## src/rtl/board_io_ctrl.sv

```systemverilog
// Avalon-MM button/LED controller: debounced buttons with press capture and IRQ, plus LED drive (static/blink/PWM).
// Latency: reads return 1 cycle after chipselect&read; writes act on the sampling edge; led is registered (+1 cycle).
// Backpressure: none; the slave accepts every access with no wait states.
//
// Ports: clk/reset_n (async active-low); Avalon slave address/chipselect/read/write/writedata/readdata;
//        irq (level, active-high); button_n (raw, async, 0 = pressed); led (1 = on).
// Option: define BOARD_IO_CTRL_PWM_EN to build the PWM counter, the PWM_DUTY register and LED mode 2.
module board_io_ctrl #(
  parameter int BTN_W           = 4,
  parameter int LED_W           = 2,
  parameter int DEBOUNCE_CYCLES = 16,
  parameter int BLINK_W         = 24
) (
  input  logic              clk,
  input  logic              reset_n,
  input  logic [2:0]        address,
  input  logic              chipselect,
  input  logic              read,
  input  logic              write,
  input  logic [31:0]       writedata,
  output logic [31:0]       readdata,
  output logic              irq,
  input  logic [BTN_W-1:0]  button_n,
  output logic [LED_W-1:0]  led
);

  localparam int               CNT_W    = $clog2(DEBOUNCE_CYCLES);
  localparam logic [CNT_W-1:0] CNT_LAST = CNT_W'(DEBOUNCE_CYCLES - 1);

  logic                 wr_en, rd_en;
  logic [BTN_W-1:0]     sync1_q, sync1_d, sync2_q, sync2_d;
  logic [BTN_W-1:0]     stable_q, stable_d, edge_q, edge_d, mask_q, mask_d;
  logic [BTN_W-1:0]     press, w1c;
  logic [CNT_W-1:0]     cnt_q [BTN_W];
  logic [CNT_W-1:0]     cnt_d [BTN_W];
  logic [LED_W-1:0]     led_out_q, led_out_d, led_q, led_d;
  logic [2*LED_W-1:0]   led_mode_q, led_mode_d;
  logic [BLINK_W-1:0]   period_q, period_d, presc_q, presc_d;
  logic                 period_wr;
  logic                 phase_q, phase_d;
  logic [31:0]          rdata_q, rdata_d;
  logic                 unused_wdata;
`ifdef BOARD_IO_CTRL_PWM_EN
  logic [7:0]           pwm_cnt_q, pwm_cnt_d, duty_q, duty_d;
  logic                 pwm_on;
`endif

  assign wr_en        = chipselect & write;
  assign rd_en        = chipselect & read;
  assign unused_wdata = ^writedata;

  // Debounce: inputs are inverted before the synchroniser so the reset value 0 means released.
  always_comb begin
    sync1_d  = ~button_n;
    sync2_d  = sync1_q;
    stable_d = stable_q;
    press    = '0;
    for (int i = 0; i < BTN_W; i++) begin
      cnt_d[i] = '0;
      if (sync2_q[i] != stable_q[i]) begin
        if (cnt_q[i] == CNT_LAST) begin
          stable_d[i] = sync2_q[i];
          press[i]    = sync2_q[i];
        end else begin
          cnt_d[i] = cnt_q[i] + CNT_W'(1);
        end
      end
    end
  end

  // Register writes, edge capture and blink prescaler.
  always_comb begin
    mask_d     = mask_q;
    led_out_d  = led_out_q;
    led_mode_d = led_mode_q;
    period_d   = period_q;
    period_wr  = 1'b0;
    w1c        = '0;
`ifdef BOARD_IO_CTRL_PWM_EN
    duty_d     = duty_q;
    pwm_cnt_d  = pwm_cnt_q + 8'd1;
`endif
    if (wr_en) begin
      case (address)
        3'd1: w1c        = writedata[BTN_W-1:0];
        3'd2: mask_d     = writedata[BTN_W-1:0];
        3'd3: led_out_d  = writedata[LED_W-1:0];
        3'd4: led_mode_d = writedata[2*LED_W-1:0];
        3'd5: begin
          period_d  = writedata[BLINK_W-1:0];
          period_wr = 1'b1;
        end
`ifdef BOARD_IO_CTRL_PWM_EN
        3'd6: duty_d     = writedata[7:0];
`endif
        default: ;
      endcase
    end
    // A press accepted on the same edge as a W1C clear survives.
    edge_d = (edge_q & ~w1c) | press;

    presc_d = presc_q + BLINK_W'(1);
    phase_d = phase_q;
    if (period_wr || period_q == '0) begin
      presc_d = '0;
      phase_d = 1'b0;
    end else if (presc_q == period_q) begin
      presc_d = '0;
      phase_d = ~phase_q;
    end
  end

`ifdef BOARD_IO_CTRL_PWM_EN
  assign pwm_on = pwm_cnt_q < duty_q;
`endif

  // LED drive from the current register/phase values; mode 3 (and 2 without PWM) is static.
  always_comb begin
    for (int i = 0; i < LED_W; i++) begin
      case (led_mode_q[2*i +: 2])
        2'd1:    led_d[i] = led_out_q[i] & phase_q;
`ifdef BOARD_IO_CTRL_PWM_EN
        2'd2:    led_d[i] = led_out_q[i] & pwm_on;
`endif
        default: led_d[i] = led_out_q[i];
      endcase
    end
  end

  // readdata holds between reads.
  always_comb begin
    rdata_d = rdata_q;
    if (rd_en) begin
      case (address)
        3'd0:    rdata_d = 32'(stable_q);
        3'd1:    rdata_d = 32'(edge_q);
        3'd2:    rdata_d = 32'(mask_q);
        3'd3:    rdata_d = 32'(led_out_q);
        3'd4:    rdata_d = 32'(led_mode_q);
        3'd5:    rdata_d = 32'(period_q);
`ifdef BOARD_IO_CTRL_PWM_EN
        3'd6:    rdata_d = 32'(duty_q);
`endif
        default: rdata_d = '0;
      endcase
    end
  end

  always_ff @(posedge clk or negedge reset_n) begin
    if (!reset_n) begin
      sync1_q    <= '0;
      sync2_q    <= '0;
      stable_q   <= '0;
      edge_q     <= '0;
      mask_q     <= '0;
      led_out_q  <= '0;
      led_mode_q <= '0;
      period_q   <= '0;
      presc_q    <= '0;
      phase_q    <= 1'b0;
      led_q      <= '0;
      rdata_q    <= '0;
      for (int i = 0; i < BTN_W; i++) cnt_q[i] <= '0;
`ifdef BOARD_IO_CTRL_PWM_EN
      pwm_cnt_q  <= '0;
      duty_q     <= '0;
`endif
    end else begin
      sync1_q    <= sync1_d;
      sync2_q    <= sync2_d;
      stable_q   <= stable_d;
      edge_q     <= edge_d;
      mask_q     <= mask_d;
      led_out_q  <= led_out_d;
      led_mode_q <= led_mode_d;
      period_q   <= period_d;
      presc_q    <= presc_d;
      phase_q    <= phase_d;
      led_q      <= led_d;
      rdata_q    <= rdata_d;
      for (int i = 0; i < BTN_W; i++) cnt_q[i] <= cnt_d[i];
`ifdef BOARD_IO_CTRL_PWM_EN
      pwm_cnt_q  <= pwm_cnt_d;
      duty_q     <= duty_d;
`endif
    end
  end

  assign irq      = |(edge_q & mask_q);
  assign led      = led_q;
  assign readdata = rdata_q;

endmodule

```

## config.mk

```make
export PLATFORM = sky130hd
export DESIGN_NAME = board_io_ctrl
export DESIGN_NICKNAME = d
export VERILOG_FILES = /design/src/rtl/board_io_ctrl.sv
export SDC_FILE = /design/constraint.sdc
export NUM_CORES = 1
export LEC_CHECK = 0
export CORE_MARGIN = 4
export CORE_UTILIZATION = 35
export CTS_CLUSTER_SIZE = 20
export DETAILED_ROUTE_END_ITERATION = 16
export DONT_BUFFER_PORTS = 1
export GPL_TIMING_DRIVEN = 0
export PLACE_DENSITY = 0.5
export SYNTH_ARGS = -nofsm -noshare
export SYNTH_HDL_FRONTEND = slang
export SYNTH_SLANG_ARGS = --single-unit
```

## constraint.sdc

```tcl
create_clock -name clk -period 3.7 [get_ports clk]
set_input_delay 0.74 -clock clk [delete_from_list [all_inputs] [get_ports clk]]
set_output_delay 0.74 -clock clk [all_outputs]
set_load 0.005 [all_outputs]
```

==> results of run 1 <==
==> metrics by stage <==
step,total power [mW],instances,hold WS [ns]
floorplan,1.940,440,0.3312
global placement,2.066,624,0.3354
detailed placement,2.078,624,0.3380
CTS,3.728,656,0.003168
global route,3.882,659,0.001585
finish,3.697,661,0.02506
==> cell usage after synthesis (11+ instances only) <==
cell type / n / area share, %
a21oi_1: 11 / 1.0
nor2_2: 21 / 2.5
nor2_1: 17 / 1.2
nand3_1: 14 / 1.3
a22o_1: 20 / 3.3
dfrtp_1: 117 / 55
xor2_1: 37 / 6.1
xnor2_1: 17 / 2.8
inv_1: 12 / 0.85
mux2_1: 35 / 7.4
nand2_1: 18 / 1.3
==> cells by family (layout without fill, tap and decap cells) <==
| family | count (synthesis) | in the layout | share of synthesized area [%] |
|---|---|---|---|
| simple gates | 125 | 125 | 14.50 |
| flops | 117 | 117 | 54.98 |
| compound gates | 54 | 54 | 7.190 |
| xor+xnor | 54 | 54 | 8.882 |
| mux | 44 | 44 | 9.892 |
| buf+inv | 33 | 68 | 3.313 |
| fa+ha+maj | 5 | 5 | 1.175 |
| other cells | 1 | 10 | 0.07042 |
==> final timing paths <==
check	to	startpoint	cells past startpoint	slack (ns)
max	presc_q[22]$_DFF_PN0_	period_q[20]$_DFFE_PN0P_	6	1.78
min	mask_q[1]$_DFFE_PN0P_	reset_n	0	0.03
max reg2reg	presc_q[22]$_DFF_PN0_	period_q[20]$_DFFE_PN0P_	6	1.78
min reg2reg	sync2_q[0]$_DFF_PN0_	sync1_q[0]$_DFF_PN0_	0	0.35
max in group asynchronous	readdata[0]$_DFFE_PN0P_	reset_n	1	2.99
min in group clk	sync2_q[0]$_DFF_PN0_	sync1_q[0]$_DFF_PN0_	0	0.35
==> report_power, final <==
part | leakage [nW] | internal [mW] | switching [mW] | total [mW]
combinational | 1.04 | 0.213 | 0.197 | 0.410
clock | 0.290 | 1.07 | 0.561 | 1.63
sequential | 1.53 | 1.45 | 0.211 | 1.66
==> worst max-delay path, stage by stage, from the launching register on <==
cell and delay [ns]:
dfrtp_1 0.46, xor2_1 0.20, nor4_2 0.28, nand4_1 0.19, o21ai_2 0.38, buf_6 0.24, nor2_2 0.06
==> routing by layer <==
layer,track usage [%],vias to the layer above
met5,0,-
met4,5.076,2
met3,5.466,19
met2,23.42,57
met1,17.96,1691
li1,-,1576
==> state kept, by name, summed over array words and instances (netlist names) <==
register and count:
presc_q 24, stable_q 4, edge_q 4, led_out_q 2
cnt_q 16, readdata 24, sync2_q 4, mask_q 4
phase_q 1, led 2, sync1_q 4, led_mode_q 4
period_q 24
==> area by class of cell <==
class	count	area (sq um)	area share, %
Antenna cell	2	5.005	0.08047
Buffer	20	127.6	2.052
Clock buffer	21	450.4	7.242
Clock inverter	11	132.6	2.132
Inverter	13	48.80	0.7845
Multi-Input combinational cell	290	2247	36.13
Sequential cell	117	2928	47.07
Tap cell	184	230.2	3.701
Timing Repair Buffer	3	50.05	0.8047
==> flow_metrics.env, run 1 <==
export IMPL_via_per_inst=5.061
export IMPL_post_route_cells_drive_above_1_share_pct=18.11
export IMPL_clock_latency_ns=0.42
export IMPL_vias=3345
export IMPL_min_path_type="in2async"
export IMPL_outcome="completed"
export IMPL_yosysSeqAreaShare_pct=54.98
export IMPL_critical_path_max_fanout=10
export IMPL_wl_met1_microns=5218
export IMPL_netlist_instances=433
export IMPL_die_width_microns=131.3
export IMPL_htreeDepth=4
export IMPL_remaining_drc_errors=0
export IMPL_skew_ns=0.006929
export IMPL_syn_to_final_growth_pct=16.80
export IMPL_io_buffers=0
export IMPL_core_sq_um=14700
export IMPL_cts_resized=0
export IMPL_ys_flop_type="dfrtp_1"
export IMPL_wl_met2_microns=5894
export IMPL_ioPinCount=79
export IMPL_startpoint_type="register"
export IMPL_final_area_sq_um=6220
export IMPL_cts_setup_buffers=0
export IMPL_gp_congestion=0.7968
export IMPL_end_kind="register"
export IMPL_clkSinkCount=117
export IMPL_start_util_pct=36.23
export IMPL_ys_ff_latch=117
export IMPL_highest_layer="met5"
export IMPL_drtAntennaViolNets=0
export IMPL_finalCriticalPeriod_ns=1.922
export IMPL_tightestPinTransition_ns=0.5611
export IMPL_layout_commonest_cell="dfrtp_1"
export IMPL_placementRows=44
export IMPL_grt_pass1_vias=3481
export IMPL_synthArstFlopShare_pct=100.0
export IMPL_syn_cell_area_sq_um=5325
export IMPL_required_ns=4.00
export IMPL_arrival_ns=2.23
export IMPL_dr_pass1_iters=4
export IMPL_finalHoldViolations=0
export IMPL_layout_common_cells="117 x dfrtp_1, 37 x xor2_1, 35 x mux2_1"
export IMPL_grt_max_degree=118
export IMPL_rsz0062_at_grt="no"
export IMPL_final_net_count=511
export IMPL_finalSetupTns_ns=0
export IMPL_n_fill_cell=1373
export IMPL_place_ws_ns=1.589
export IMPL_placed_cell_area_sq_um=5582
export IMPL_synth_distinct_cells=48
export IMPL_totalWireLength_microns=11900
export IMPL_cts_tree="yes"
export IMPL_clock_path_buffers=2
export IMPL_grt_pass1_wl_microns=19460
export IMPL_vdd_drop_max_mv=0.3098
export IMPL_setup_viol=0
export IMPL_path_clk_slew_ns=0.05
export IMPL_grtUsageTotal_pct=14.50
export IMPL_die_area_sq_um=17250
export IMPL_power_density_nw_per_um2=594.4
export IMPL_syn_avg_cell_area_sq_um=12.30
export IMPL_maxCapViolations=0
export IMPL_cts_hold_buf=0
export IMPL_fin_crit_sh_pct=51.95
export IMPL_dieHeight_microns=131.3
export IMPL_hpwl_microns=8391
export IMPL_finalMaxSlewViolations=0
export IMPL_cts_made_buffers=17
export IMPL_synth_edff_count=0
export IMPL_overflow=0
export IMPL_worst_slack_ns=1.778
export IMPL_path_class="reg2reg"
export IMPL_slew_headroom_pct=62.28
export IMPL_drt_iter0_drc=148
export IMPL_dr_wl_met3_microns=565
export IMPL_p_leak_nw=2.859
export IMPL_utilization_pct=42.31
export IMPL_clock_fmax_mhz=520.3
export IMPL_routedWlPerCell_microns=18.01
export IMPL_yosys_warnings=0
export IMPL_clockRootBuffer="clkbuf_16"
export IMPL_antenna_found_initial=3
Power figures use the tool's default switching activity.
==> inputs of run 2 (changes only) <==
--- a/config.mk
+++ b/config.mk
@@ -11,7 +11,7 @@
 export DETAILED_ROUTE_END_ITERATION = 16
 export DONT_BUFFER_PORTS = 1
 export GPL_TIMING_DRIVEN = 0
-export PLACE_DENSITY = 0.5
+export PLACE_DENSITY = 0.52
 export SYNTH_ARGS = -nofsm -noshare
 export SYNTH_HDL_FRONTEND = slang
 export SYNTH_SLANG_ARGS = --single-unit
==> constraint.sdc (replaced) <==
create_clock -name clk -period 1.65 [get_ports clk]
set_input_delay 0.33 -clock clk [delete_from_list [all_inputs] [get_ports clk]]
set_output_delay 0.33 -clock clk [all_outputs]
set_load 0.005 [all_outputs]
==> run 2 against run 1 <==
  * The flow now finishes with violations (hold timing, setup timing)
  * Critical path depth rose by 1
  * Maximum frequency up 8.6%
  * Die area did not move
  * Highest routed layer is now met4
==> flow_metrics.env, run 2 (same netlist as run 1, synthesis figures left out) <==
export IMPL_path_cells="xor2_1 -> nor4_2 -> nand4_1 -> o21ai_4 -> buf_4 -> buf_16 -> nor2_2"
export IMPL_path_clk_slew_ns=0.06
export IMPL_critical_path_top_delay_family="simple AND/OR/NAND/NOR gates"
export IMPL_startpoint_type="register"
export IMPL_violations="hold timing, setup timing"
export IMPL_post_route_cells_drive_above_1_share_pct=22.70
export IMPL_core_sq_um=14700
export IMPL_overflow=0
export IMPL_place_ws_ns=-0.2877
export IMPL_end_kind="register"
export IMPL_grt_pass1_vias=3561
export IMPL_grt_max_degree=118
export IMPL_remaining_drc_errors=0
export IMPL_power_mw=8.374
export IMPL_finalCriticalPeriod_ns=1.771
export IMPL_final_cells=674
export IMPL_totalWireLength_microns=11820
export IMPL_holdWs_ns=-0.3886
export IMPL_finalHoldViolations=117
export IMPL_required_ns=1.96
export IMPL_dr_pass1_iters=5
export IMPL_clock_latency_ns=0.42
export IMPL_cts_tree="yes"
export IMPL_clkSinkCount=117
export IMPL_clockRootBuffer="clkbuf_16"
export IMPL_final_net_count=525
export IMPL_tightestPinTransition_ns=0.5864
export IMPL_clock_fmax_mhz=564.8
export IMPL_p_leak_nw=2.916
export IMPL_dieHeight_microns=131.3
export IMPL_cts_hold_buf=4
export IMPL_die_width_microns=131.3
export IMPL_htreeDepth=4
export IMPL_outcome="finished, violations left"
export IMPL_cp_slowest_cell="dfrtp_1"
export IMPL_arrival_ns=2.08
export IMPL_gp_congestion=0.7762
export IMPL_min_path_type="in2async"
export IMPL_fin_crit_sh_pct=107.3
export IMPL_setup_viol=25
export IMPL_finalSetupTns_ns=-2.605
export IMPL_start_util_pct=36.23
export IMPL_placed_cells=624
export IMPL_vias=3407
export IMPL_drt_iter0_drc=160
export IMPL_hpwl_microns=8302
export IMPL_skew_ns=0.008226
export IMPL_drtAntennaViolNets=0
export IMPL_vdd_drop_max_mv=0.7215
export IMPL_via_per_inst=5.055
export IMPL_die_area_sq_um=17250
export IMPL_placementRows=44
export IMPL_path_buf_inv=2
export IMPL_path_class="reg2reg"
export IMPL_finalMaxSlewViolations=0
export IMPL_syn_to_final_growth_pct=20.39
export IMPL_worst_slack_ns=-0.1206
export IMPL_utilization_pct=43.62
export IMPL_maxCapViolations=0
export IMPL_clock_path_buffers=2
export IMPL_cts_made_buffers=17
export IMPL_layout_common_cells="110 x dfrtp_1, 36 x xor2_1, 35 x mux2_1"
export IMPL_rsz0062_at_grt="yes"
export IMPL_critical_path_max_fanout=5
export IMPL_grtUsageTotal_pct=14.45
export IMPL_power_density_nw_per_um2=1306
export IMPL_routedWlPerCell_microns=17.54
export IMPL_antenna_found_initial=1
export IMPL_grt_pass1_wl_microns=19600
export IMPL_layout_commonest_cell="dfrtp_1"
export IMPL_io_buffers=0
export IMPL_cp_slowest_stage_delay_ns=0.43
export IMPL_n_fill_cell=1350
export IMPL_ioPinCount=79
export IMPL_slew_headroom_pct=60.91
## run 2: cell types whose count changed in the layout (fill, tap and decap cells not counted), moves of 2 or more
cell / change
buf_4: +11
clkbuf_8: +3
clkinv_2: -4
clkinvlp_4: +2
dfrtp_1: -7
dfrtp_2: +7
dlygate4sd3_1: +3
nor2_1: -4
nor2_2: +2
nor2_4: +2
## run 2: per-layer routing
layer	track usage [%]	share of wire [%]	up-vias
li1	-	-	1603
met1	17.95	44	1715
met2	23.33	49	68
met3	4.817	4.9	21
met4	5.893	2.3	0
met5	0	0	-
## run 2: final timing paths
kind	slack [ns]	start	end	cells past startpoint
max in group asynchronous	1.88	reset_n	period_q[20]$_DFFE_PN0P_	0
min in group clk	0.05	writedata[0]	led_mode_q[0]$_DFFE_PN0P_	1
worst max-delay path	-0.12	period_q[18]$_DFFE_PN0P_	presc_q[15]$_DFF_PN0_	7
worst min register to register	0.35	sync1_q[3]$_DFF_PN0_	sync2_q[3]$_DFF_PN0_	0
worst max register to register	-0.12	period_q[18]$_DFFE_PN0P_	presc_q[15]$_DFF_PN0_	7
worst min-delay path	-0.39	reset_n	sync2_q[0]$_DFF_PN0_	0
## run 2: where the power goes
group | total [mW] | internal, mW | switching, mW | leakage (nW)
clock network | 3.63 | 2.37 | 1.26 | 0.282
registers | 3.72 | 3.26 | 0.461 | 1.52
logic | 1.03 | 0.547 | 0.479 | 1.12
## run 2: cell type report
class	instances	area, sq um	share of cell area (%)
diodes	1	2.502	0.03903
plain buffers	19	136.4	2.127
clock buffers	24	491.7	7.670
clock inverters	8	97.59	1.522
inverters	13	48.80	0.7611
multi-input cells	290	2286	35.66
flip-flops and latches	117	2937	45.80
well taps	184	230.2	3.591
repair buffers	18	181.4	2.830
## run 2: repair_timing
action | in CTS | in global routing
endpoints found under the setup margin | 25 | 25
cloned | 1 | 0
pin swaps | 11 | 5
setup buffers | 12 | 1
resized for setup | 15 | 6
endpoints found under the hold margin | 121 | 117
## run 2: through the flow
step	hold slack, ns	instance area [sq um]
floorplan	0.03441	5351
global placement	0.03720	5582
detailed placement	0.03892	5582
CTS	-0.4096	6382
global route	-0.4027	6411
finish	-0.3886	6411
==> inputs of run 3 (changes only) <==
==> constraint.sdc (replaced) <==
create_clock -name clk -period 1.5 [get_ports clk]
set_input_delay 0.3 -clock clk [delete_from_list [all_inputs] [get_ports clk]]
set_output_delay 0.3 -clock clk [all_outputs]
set_load 0.005 [all_outputs]
==> run 3 against run 2 <==
  * The run still ends with hold timing, setup timing left
  * Wire length is 3.1% higher
  * Count of clock-buffer cells in the layout up 3
  * Worst hold slack got worse by 0.025 ns
  * Design area increased by 1.5%
  * Sequential power rose by 9.7%
  * Critical path depth did not move
  * Critical path type unchanged
  * Critical endpoint is now presc_q[2]$_DFF_PN0_
==> flow_metrics.env, run 3 (same netlist as run 1, synthesis figures left out) <==
export IMPL_critical_path_max_fanout=3
export IMPL_crit_path_frequent_cell="buf_4"
export IMPL_holdWs_ns=-0.4132
export IMPL_n_antenna_cell=0
export IMPL_power_density_nw_per_um2=1418
export IMPL_io_buffers=0
export IMPL_fin_crit_sh_pct=118.8
export IMPL_min_path_type="in2async"
export IMPL_maxCapViolations=0
export IMPL_core_sq_um=14700
export IMPL_path_buf_inv=2
export IMPL_dieHeight_microns=131.3
export IMPL_layout_common_cells="109 x dfrtp_1, 36 x xor2_1, 35 x mux2_1"
export IMPL_utilization_pct=44.25
export IMPL_final_area_sq_um=6505
export IMPL_startpoint_type="register"
export IMPL_vias=3442
export IMPL_cts_hold_buf=15
export IMPL_die_area_sq_um=17250
export IMPL_path_clk_slew_ns=0.05
export IMPL_routedWlPerCell_microns=17.90
export IMPL_cp_slowest_stage_delay_ns=0.43
export IMPL_placementRows=44
export IMPL_crit_start="period_q[15]$_DFFE_PN0P_"
export IMPL_required_ns=1.80
export IMPL_htreeDepth=4
export IMPL_worst_slack_ns=-0.2818
export IMPL_die_width_microns=131.3
export IMPL_gp_congestion=0.8247
export IMPL_grt_pass1_vias=3637
export IMPL_hpwl_microns=8386
export IMPL_grt_max_degree=118
export IMPL_outcome="finished, violations left"
export IMPL_clock_path_buffers=2
export IMPL_reg2reg_from="period_q[15]$_DFFE_PN0P_"
export IMPL_final_net_count=535
export IMPL_path_cells="xor2_1 -> nor4_4 -> nand4_1 -> o21ai_4 -> buf_4 -> buf_4 -> nor2_1"
export IMPL_overflow=0
export IMPL_cts_tree="yes"
export IMPL_drtAntennaViolNets=0
export IMPL_finalMaxSlewViolations=0
export IMPL_clkSinkCount=117
export IMPL_finalSetupTns_ns=-6.702
export IMPL_rsz0062_at_grt="yes"
export IMPL_drt_iter0_drc=138
export IMPL_cp_slowest_cell="dfrtp_2"
export IMPL_totalWireLength_microns=12190
export IMPL_dr_pass1_iters=4
export IMPL_placed_cell_area_sq_um=5589
export IMPL_arrival_ns=2.08
export IMPL_syn_to_final_growth_pct=22.16
export IMPL_grt_pass1_wl_microns=19820
export IMPL_finalHoldViolations=117
export IMPL_post_route_cells_drive_above_1_share_pct=21.73
export IMPL_cts_made_buffers=17
export IMPL_tightestPinTransition_ns=0.5559
export IMPL_end_kind="register"
export IMPL_path_class="reg2reg"
export IMPL_critical_path_top_delay_family="simple AND/OR/NAND/NOR gates"
export IMPL_via_per_inst=5.054
export IMPL_layout_commonest_cell="dfrtp_1"
export IMPL_slew_headroom_pct=62.66
export IMPL_power_mw=9.223
export IMPL_finalCriticalPeriod_ns=1.782
export IMPL_p_leak_nw=2.969
export IMPL_clockRootBuffer="clkbuf_16"
export IMPL_skew_ns=0.006629
export IMPL_violations="hold timing, setup timing"
export IMPL_final_cells=681
export IMPL_start_util_pct=36.23
export IMPL_grtUsageTotal_pct=14.76
export IMPL_clock_fmax_mhz=561.2
export IMPL_ioPinCount=79
export IMPL_setup_viol=25
export IMPL_remaining_drc_errors=0
export IMPL_placed_cells=624
export IMPL_antenna_found_initial=0
export IMPL_vdd_drop_max_mv=0.8327
export IMPL_clock_latency_ns=0.41
export IMPL_n_fill_cell=1382
[run 3: metrics by stage]
step | hold slack, ns | setup WS [ns]
floorplan | 0.004409 | -0.08354
global placement | 0.007112 | -0.4005
detailed placement | 0.007641 | -0.4160
CTS | -0.4407 | -0.2957
global route | -0.4395 | -0.4039
finish | -0.4132 | -0.2818
[run 3: layout make-up]
type                    count  area (sq um)  area share, %
inverters                  13         48.80         0.7501
repair buffers             28         275.3          4.232
clock buffers              27         523.0          8.040
flip-flops and latches    117          2938          45.16
multi-input cells         290          2288          35.18
well taps                 184         230.2          3.539
clock inverters             3         65.06          1.000
plain buffers              19         136.4          2.097
[run 3: path summary, 6_finish.rpt]
kind | endpoint | slack (ns) | cells after the start
max | presc_q[2]$_DFF_PN0_ | -0.28 | 7
min | cnt_q[10]$_DFF_PN0_ | -0.41 | 0
max reg2reg | presc_q[2]$_DFF_PN0_ | -0.28 | 7
min reg2reg | sync2_q[3]$_DFF_PN0_ | 0.35 | 0
max in group asynchronous | period_q[18]$_DFFE_PN0P_ | 1.75 | 0
min in group clk | period_q[15]$_DFFE_PN0P_ | 0.02 | 1
[run 3: timing repair]
| action | in CTS | in global routing |
|---|---|---|
| buffers inserted | 12 | 0 |
| hold endpoints to repair | 133 | 117 |
| gates resized for setup | 14 | 6 |
| setup endpoints to repair | 26 | 26 |
| gates cloned | 1 | 0 |
| pin swaps | 3 | 4 |
[run 3: metal layers]
layer	vias to the layer above	routed length [microns]	GRT usage, %	share of wire [%]
li1	1623	-	-	-
met2	60	5995	23.82	49
met1	1738	5453	18.36	45
met3	21	450	4.740	3.7
met4	0	293	6.243	2.4
met5	-	0	0	0
[run 3: where the power goes]
part,internal (mW),total (mW),switching (mW)
Sequential,3.59,4.08,0.494
Clock,2.69,3.99,1.31
Combinational,0.612,1.15,0.539
